`src/rtl/proc_trace_pkg.sv`:
```
// Shared types for the commit-trace buffer: record layout and default depth.
// The jump field is always present so the record layout is fixed across builds.
package proc_trace_pkg;

    localparam int TRACE_DEFAULT_DEPTH = 8;

    typedef struct packed {
        logic [31:0] addr;
        logic [31:0] inst;
        logic [31:0] data;
        logic        jump;
    } trace_rec_t;

endpackage

```
`src/rtl/proc_trace_fifo_mem.sv`:
```
// Trace record storage: DEPTH x trace_rec_t register array.
// One synchronous write port and one combinational read port.
module proc_trace_fifo_mem
    import proc_trace_pkg::*;
#(
    parameter  int DEPTH = TRACE_DEFAULT_DEPTH,
    localparam int PTR_W = $clog2(DEPTH)
) (
    input  logic             clk,
    input  logic             we_i,
    input  logic [PTR_W-1:0] waddr_i,
    input  trace_rec_t       wdata_i,
    input  logic [PTR_W-1:0] raddr_i,
    output trace_rec_t       rdata_o
);

    trace_rec_t mem_q [DEPTH];

    // Storage is not reset; the top masks the read data while the FIFO is empty.
    always_ff @(posedge clk) begin
        if (we_i) begin
            mem_q[waddr_i] <= wdata_i;
        end
    end

    assign rdata_o = mem_q[raddr_i];

endmodule

```
`src/rtl/proc_trace_buf.sv`:
```
// Commit-trace buffer: queues retired-instruction records and drains them over val/rdy.
// Full-FIFO records are dropped and counted. PROC_TRACE_JUMP_FLAG_EN enables jump flagging.
module proc_trace_buf
    import proc_trace_pkg::*;
#(
    parameter  int DEPTH  = TRACE_DEFAULT_DEPTH,
    parameter  int DROP_W = 16,
    localparam int PTR_W  = $clog2(DEPTH),
    localparam int CNT_W  = PTR_W + 1
) (
    input  logic              clk,
    input  logic              rst,
    input  logic              trace_val,
    input  logic [31:0]       trace_addr,
    input  logic [31:0]       trace_inst,
    input  logic [31:0]       trace_data,
    output logic              deq_val,
    input  logic              deq_rdy,
    output logic [31:0]       deq_addr,
    output logic [31:0]       deq_inst,
    output logic [31:0]       deq_data,
    output logic              deq_jump,
    output logic [CNT_W-1:0]  count,
    output logic              overflow,
    output logic [DROP_W-1:0] drop_cnt
);

    logic [PTR_W-1:0]  wr_ptr_q, wr_ptr_d;
    logic [PTR_W-1:0]  rd_ptr_q, rd_ptr_d;
    logic [CNT_W-1:0]  count_q, count_d;
    logic              overflow_q, overflow_d;
    logic [DROP_W-1:0] drop_cnt_q, drop_cnt_d;

    logic       full;
    logic       deq_fire;
    logic       enq_fire;
    logic       drop;
    logic       jump_d;
    trace_rec_t wr_rec;
    trace_rec_t rd_rec;

    assign full     = (count_q == CNT_W'(DEPTH));
    assign deq_val  = (count_q != '0);
    assign deq_fire = deq_val && deq_rdy;
    // A simultaneous pop frees the slot, so a full FIFO still accepts.
    assign enq_fire = trace_val && (!full || deq_fire);
    assign drop     = trace_val && full && !deq_fire;

`ifdef PROC_TRACE_JUMP_FLAG_EN
    logic [31:0] prev_addr_q;
    logic        prev_valid_q;

    // Every observed record updates the history, dropped ones included.
    always_ff @(posedge clk) begin
        if (rst) begin
            prev_addr_q  <= '0;
            prev_valid_q <= 1'b0;
        end else if (trace_val) begin
            prev_addr_q  <= trace_addr;
            prev_valid_q <= 1'b1;
        end
    end

    assign jump_d = prev_valid_q && (trace_addr != (prev_addr_q + 32'd4));
`else
    assign jump_d = 1'b0;
`endif

    assign wr_rec = '{addr: trace_addr, inst: trace_inst, data: trace_data, jump: jump_d};

    proc_trace_fifo_mem #(
        .DEPTH (DEPTH)
    ) u_mem (
        .clk     (clk),
        .we_i    (enq_fire),
        .waddr_i (wr_ptr_q),
        .wdata_i (wr_rec),
        .raddr_i (rd_ptr_q),
        .rdata_o (rd_rec)
    );

    always_comb begin
        wr_ptr_d   = wr_ptr_q;
        rd_ptr_d   = rd_ptr_q;
        count_d    = count_q;
        overflow_d = overflow_q;
        drop_cnt_d = drop_cnt_q;
        if (enq_fire) begin
            wr_ptr_d = wr_ptr_q + PTR_W'(1);
        end
        if (deq_fire) begin
            rd_ptr_d = rd_ptr_q + PTR_W'(1);
        end
        case ({enq_fire, deq_fire})
            2'b10:   count_d = count_q + CNT_W'(1);
            2'b01:   count_d = count_q - CNT_W'(1);
            default: count_d = count_q;
        endcase
        if (drop) begin
            overflow_d = 1'b1;
            if (drop_cnt_q != '1) begin
                drop_cnt_d = drop_cnt_q + DROP_W'(1);
            end
        end
    end

    always_ff @(posedge clk) begin
        if (rst) begin
            wr_ptr_q   <= '0;
            rd_ptr_q   <= '0;
            count_q    <= '0;
            overflow_q <= 1'b0;
            drop_cnt_q <= '0;
        end else begin
            wr_ptr_q   <= wr_ptr_d;
            rd_ptr_q   <= rd_ptr_d;
            count_q    <= count_d;
            overflow_q <= overflow_d;
            drop_cnt_q <= drop_cnt_d;
        end
    end

    assign deq_addr = deq_val ? rd_rec.addr : '0;
    assign deq_inst = deq_val ? rd_rec.inst : '0;
    assign deq_data = deq_val ? rd_rec.data : '0;
    assign deq_jump = deq_val ? rd_rec.jump : 1'b0;
    assign count    = count_q;
    assign overflow = overflow_q;
    assign drop_cnt = drop_cnt_q;

endmodule

```
`config.mk`:
```
export PLATFORM = sky130hd
export DESIGN_NAME = proc_trace_buf
export DESIGN_NICKNAME = d
export VERILOG_FILES = /design/src/rtl/proc_trace_pkg.sv /design/src/rtl/proc_trace_fifo_mem.sv /design/src/rtl/proc_trace_buf.sv
export SDC_FILE = /design/constraint.sdc
export NUM_CORES = 1
export LEC_CHECK = 0
export ABC_CLOCK_PERIOD_IN_PS = 10300
export BUFFER_PORTS_ARGS = -buffer_cell sky130_fd_sc_hd__buf_2
export CORE_MARGIN = 3
export CORE_UTILIZATION = 60
export CTS_CLUSTER_DIAMETER = 120
export CTS_CLUSTER_SIZE = 30
export DETAILED_ROUTE_END_ITERATION = 16
export HOLD_SLACK_MARGIN = 0.08
export PLACE_DENSITY = 0.79
export SYNTH_ARGS = -nofsm -noshare
export SYNTH_HDL_FRONTEND = slang
export SYNTH_HIERARCHICAL = 1
export SYNTH_SLANG_ARGS = --single-unit
```
`constraint.sdc`:
```
create_clock -name clk -period 10.3 [get_ports clk]
set_clock_uncertainty 0.2 [all_clocks]
set_input_delay 1.03 -clock clk [delete_from_list [all_inputs] [get_ports clk]]
set_output_delay 1.03 -clock clk [all_outputs]
set_load 0.01 [all_outputs]
```
## After elaboration in Yosys (flattened, before gate mapping)

Memory sizes are Yosys's and may differ from the RTL's. A register that Yosys moved wholly into a read port is not among the register bits.
Index checks and enable logic that the tools add are counted.

- $add $sub $neg: 5
- Equal/unequal tests: 4
- Mux-type cells: 9
- Reductions and logical operators: 10

Operators by type and width:

| cell | number |
|---|---|
| $mux 32 | 3 |
| $add 16x1->16 const B | 1 |
| $ne 16x16->1 const B | 1 |
| $pmux 4 s2 | 1 |
| $add 3x1->3 const B | 2 |
| $mux 3 | 2 |
| $add 4x1->4 const B | 1 |
| $eq 4x4->1 const B | 1 |
| $logic_and 1x1->1 | 4 |
| $reduce_bool 4->1 | 1 |
| $sub 4x1->4 const B | 1 |
| $mux 1 | 3 |
| $eq 2x1->1 const B | 1 |
| $eq 2x2->1 const B | 1 |
| $logic_not 1->1 | 2 |
| $reduce_and 2->1 | 1 |
| $reduce_bool 2->1 | 1 |
| $logic_or 1x1->1 | 1 |

- Output and inout port bits: 119
- Memories kept: 1
- Input port bits: 100
- Register bits after elaboration: 27
- Logic and storage cells: 34
- RAM bits: 768

Memories:

| name | words | bits a word | rd ports | clocked after memory_dff | write ports | line | source |
|---|---|---|---|---|---|---|---|
| u_mem.mem_q | 8 | 96 | 1 | 1 | 1 | proc_trace_fifo_mem.sv:17 | `trace_rec_t mem_q [DEPTH];` |

## Logic depth before layout (Yosys ltp)

- Word-level depth: 6
- Depth in mapped cells: 8
- Gate-level depth less buffers: 7

## Cells and area by module

The synthesis kept the hierarchy.

Modules (own cells, without submodules):

| module | sequential area each (µm²) | times used | cells each | area an instance (µm²) |
|---|---|---|---|---|
| proc_trace_fifo_mem | 23302.3 | 1 | 1135 | 29180.5 |
| proc_trace_buf | 540.5 | 1 | 284 | 2147.1 |

## Least setup slack after synthesis

OpenSTA, ideal clock, no wires.

- Path kind: in2reg
- Start point: input trace_val
- End point: memory u_mem/mem_q[0][0] in the netlist's numbering (enable)
- Setup slack: 1220 ps
- Required time: 9428 ps
- Path buffers: 1
- Setup time: 672 ps
- Data arrival time: 8208 ps
- Cell stages on the path: 5
- Cell sequence: clkbuf_1 o21ai_1 inv_1 nand2b_1 nor3_1

- Longest elaborated chain between the ends: 3

Ends and longest elaborated chain:

| what | line | source |
|---|---|---|
| start: declaration | proc_trace_buf.sv:13 | `input logic trace_val,` |
| $logic_and 1x1->1 | proc_trace_buf.sv:46 | `assign enq_fire = trace_val && (!full \|\| deq_fire);` |
| net enq_fire | proc_trace_buf.sv:36 | `logic enq_fire;` |
| $mux 1 | proc_trace_fifo_mem.sv:21 | `if (we_i) begin` |
| $mux 1 (not written as such) | proc_trace_fifo_mem.sv:22 | `mem_q[waddr_i] <= wdata_i;` |
| end: declaration | proc_trace_fifo_mem.sv:17 |  |

The timed path passes the listed nets, and every way through them passes these cells.

==> results_dict.tcl <==
set metrics [dict create \
    gp_congestion 0.7795 \
    filler_cell_count 3360 \
    drt_iter0_markers 1217 \
    path_class "flip-flop to primary output" \
    yosysWarnings 6 \
    grt_overflow 0 \
    startpoint "rd_ptr_q[0]" \
    cts_buffers 30 \
    r2r_start "count[1]" \
    min_period_ns 4.957 \
    ir_drop_uv 154.9 \
    multiInputGateArea_um2 7107 \
    netlist_instances 1419 \
    grt_pass1_vias 14650 \
    drc 0 \
    post_route_cells_drive_above_1_share 0.3568 \
    synthArstFlopShare 0 \
    layout.cells.non_filler 2335 \
    cp.arrival_ns 3.73 \
    final_antenna_net_count 0 \
    worstPathCellList "buf_12 > mux4_2 > mux2_2 > and2_1 > buf_2" \
    num_vias 14330 \
    synth_cell_type_count 48 \
    p_leak_nw 10.75 \
    grt_pass1_wl_um 90160 \
    cp_slowest_cell "dfxtp_4" \
    setup_violations 0 \
    period_share 0.4812 \
    hold_class "flip-flop to flip-flop" \
    die_width_um 234.5 \
    port-buffer-count 218 \
    rsz0062_at_grt "false" \
    grt_start_max_net_pins 118 \
    cts.clk_slew.worst_paths_ns 0.11 \
    final_common_cell "edfxtp_1" \
    slew_headroom 0.2735 \
    io-pin-count 219 \
    worst_slew_pin_slew_ns 1.090 \
    die_area_um2 54990 \
    place.detailed.hpwl_um 32470 \
    seq_area_um2 23850 \
    endpoint_kind "primary output" \
    required_ns 9.07 \
    cts_setup_buffers 0 \
    hold_buffers 0 \
    fp.coreArea_um2 51510 \
    start_util 0.6082 \
    timing.setup.tns_ns 0 \
    start_kind "flip-flop" \
    synth-seq-cells 803 \
    grt_usage 0.2177 \
    synth-edff-count 776 \
    syn_area_per_cell_um2 22.08 \
    routedWlPerCell_um 25.40 \
    fp.dieH_um 234.5 \
    drt-pass1-iter-count 5 \
    cts.sinks 803 \
    layout_common_cells "776 x edfxtp_1, 218 x buf_2, 194 x mux4_2, 101 x mux2_2, 98 x and2_1" \
    post_cts_resized 0 \
    htree_levels 1 \
    syn_to_final_growth_pct 8.551 \
    powerDensity_nw_per_um2 174.7 \
    timing.fmax_ghz 0.2017 \
    tritoncts "built" \
    slew_viol_final 0 \
    hold_start "overflow" \
    ys.flop_type "edfxtp_1" \
    via_per_inst 6.137 \
    insertion_delay_ns 0.61 \
    antenna_found_initial 15 \
    rows 83 \
    dpl.cell_count 2272 \
    status "completed" \
    max_stage_delay_ns 0.97 \
    clk_path_buf_depth 3 \
    nNetsFinal 1728 \
    synth_seq_area_share 0.7611 \
    crit_fanout 117 \
    netlist_area_um2 31330 \
    hold_viol 0 \
    clock_tree.root_cell "clkbuf_16" \
    cap_violations 0 \
    finalWirelength_um 59300 \
]
-- worst max-delay path, delay by kind of cell (launching register included) --
family | cells | cell delay, ns
buffers and inverters | 2 | 0.85
DFF | 1 | 0.97
and+or+nand+nor | 1 | 0.17
muxes | 2 | 0.89
-- cell families after synthesis --
group                    count (synthesis)  share of synthesized area
AND/OR/NAND/NOR                        186                    0.03543
adder cells (fa/ha/maj)                  4                   0.001598
other                                    1                  0.0001197
flip-flops                             803                     0.7611
buffers and inverters                   82                    0.01474
XOR/XNOR                                 4                   0.001118
AO/OA/AOI/OAI                           42                   0.009506
multiplexers                           297                     0.1764
-- metal layers --
layer / global-route usage / up-vias / share of wire
li1: - / 6237 / -
met1: 0.3089 / 7554 / 0.41
met2: 0.3605 / 436 / 0.51
met3: 0.03860 / 86 / 0.060
met4: 0.05304 / 16 / 0.021
met5: 0 / - / 0.0013
-- cells in the mapped netlist (all sizes together), types with 2 or more instances --
cell / instances / share of area
edfxtp: 776 / 0.74
mux4: 194 / 0.14
mux2: 101 / 0.036
and2: 98 / 0.020
clkbuf: 40 / 0.0048
buf: 35 / 0.0091
dfxtp: 27 / 0.017
nor2: 22 / 0.0026
nand2: 20 / 0.0024
nand3: 10 / 0.0016
a21oi: 9 / 0.0014
inv: 7 / 0.00084
o31ai: 7 / 0.0017
or4: 7 / 0.0017
o21ai: 6 / 0.00096
a211oi: 5 / 0.0012
nand2b: 5 / 0.0010
nor2b: 5 / 0.0010
nor4: 5 / 0.0015
ha: 4 / 0.0016
nand4: 4 / 0.0012
nor3: 4 / 0.00064
xor2: 4 / 0.0011
and4: 2 / 0.00056
mux2i: 2 / 0.00064
o311a: 2 / 0.00072
o31a: 2 / 0.00056
o41ai: 2 / 0.00056
or3: 2 / 0.00044
-- power breakdown --
group	switching (mW)	total, mW	internal, mW
sequential	0.0496	3.71	3.66
combinational	0.387	0.767	0.380
clock	0.887	1.46	0.577
total	1.32	5.94	4.62
-- worst paths after layout --
check | slack, ns | end | cells after the start
hold reg to reg | 0.30 | overflow | 2
setup / recovery | 5.34 | deq_data[3] | 5
hold / removal | 0.30 | overflow | 2
setup reg to reg | 6.15 | u_mem/mem_q[5][0] | 7
-- final cells by class --
cell class                      count  area share
Inverter                            7   0.0007727
Timing Repair Buffer              241     0.03753
Sequential cell                   803      0.7015
Clock buffer                       55     0.02546
Antenna cell                        7   0.0005151
Multi-Input combinational cell    541      0.2090
Tap cell                          680     0.02502
Clock inverter                      1   0.0002576
-- registers in the layout, indices dropped and copies added (netlist names) --
signal	cells
wr_ptr_q	3
u_mem/mem_q	776
rd_ptr_q	3
count	4
overflow	1
drop_cnt	16
-- metrics by stage --
step                total power [mW]  hold slack, ns  area, µm²    util  setup slack, ns
finish                         5.941          0.2968      34010  0.6602            5.343
global route                   6.174          0.3412      34000  0.6601            4.992
CTS                            5.997          0.3019      33990  0.6599            5.192
detailed placement             4.569          0.2718      33110  0.6429            5.790
global placement               4.551          0.2497      33110  0.6429            5.852
floorplan                      4.323          0.2497      31350       -            1.220
Power figures use the tool's default switching activity.
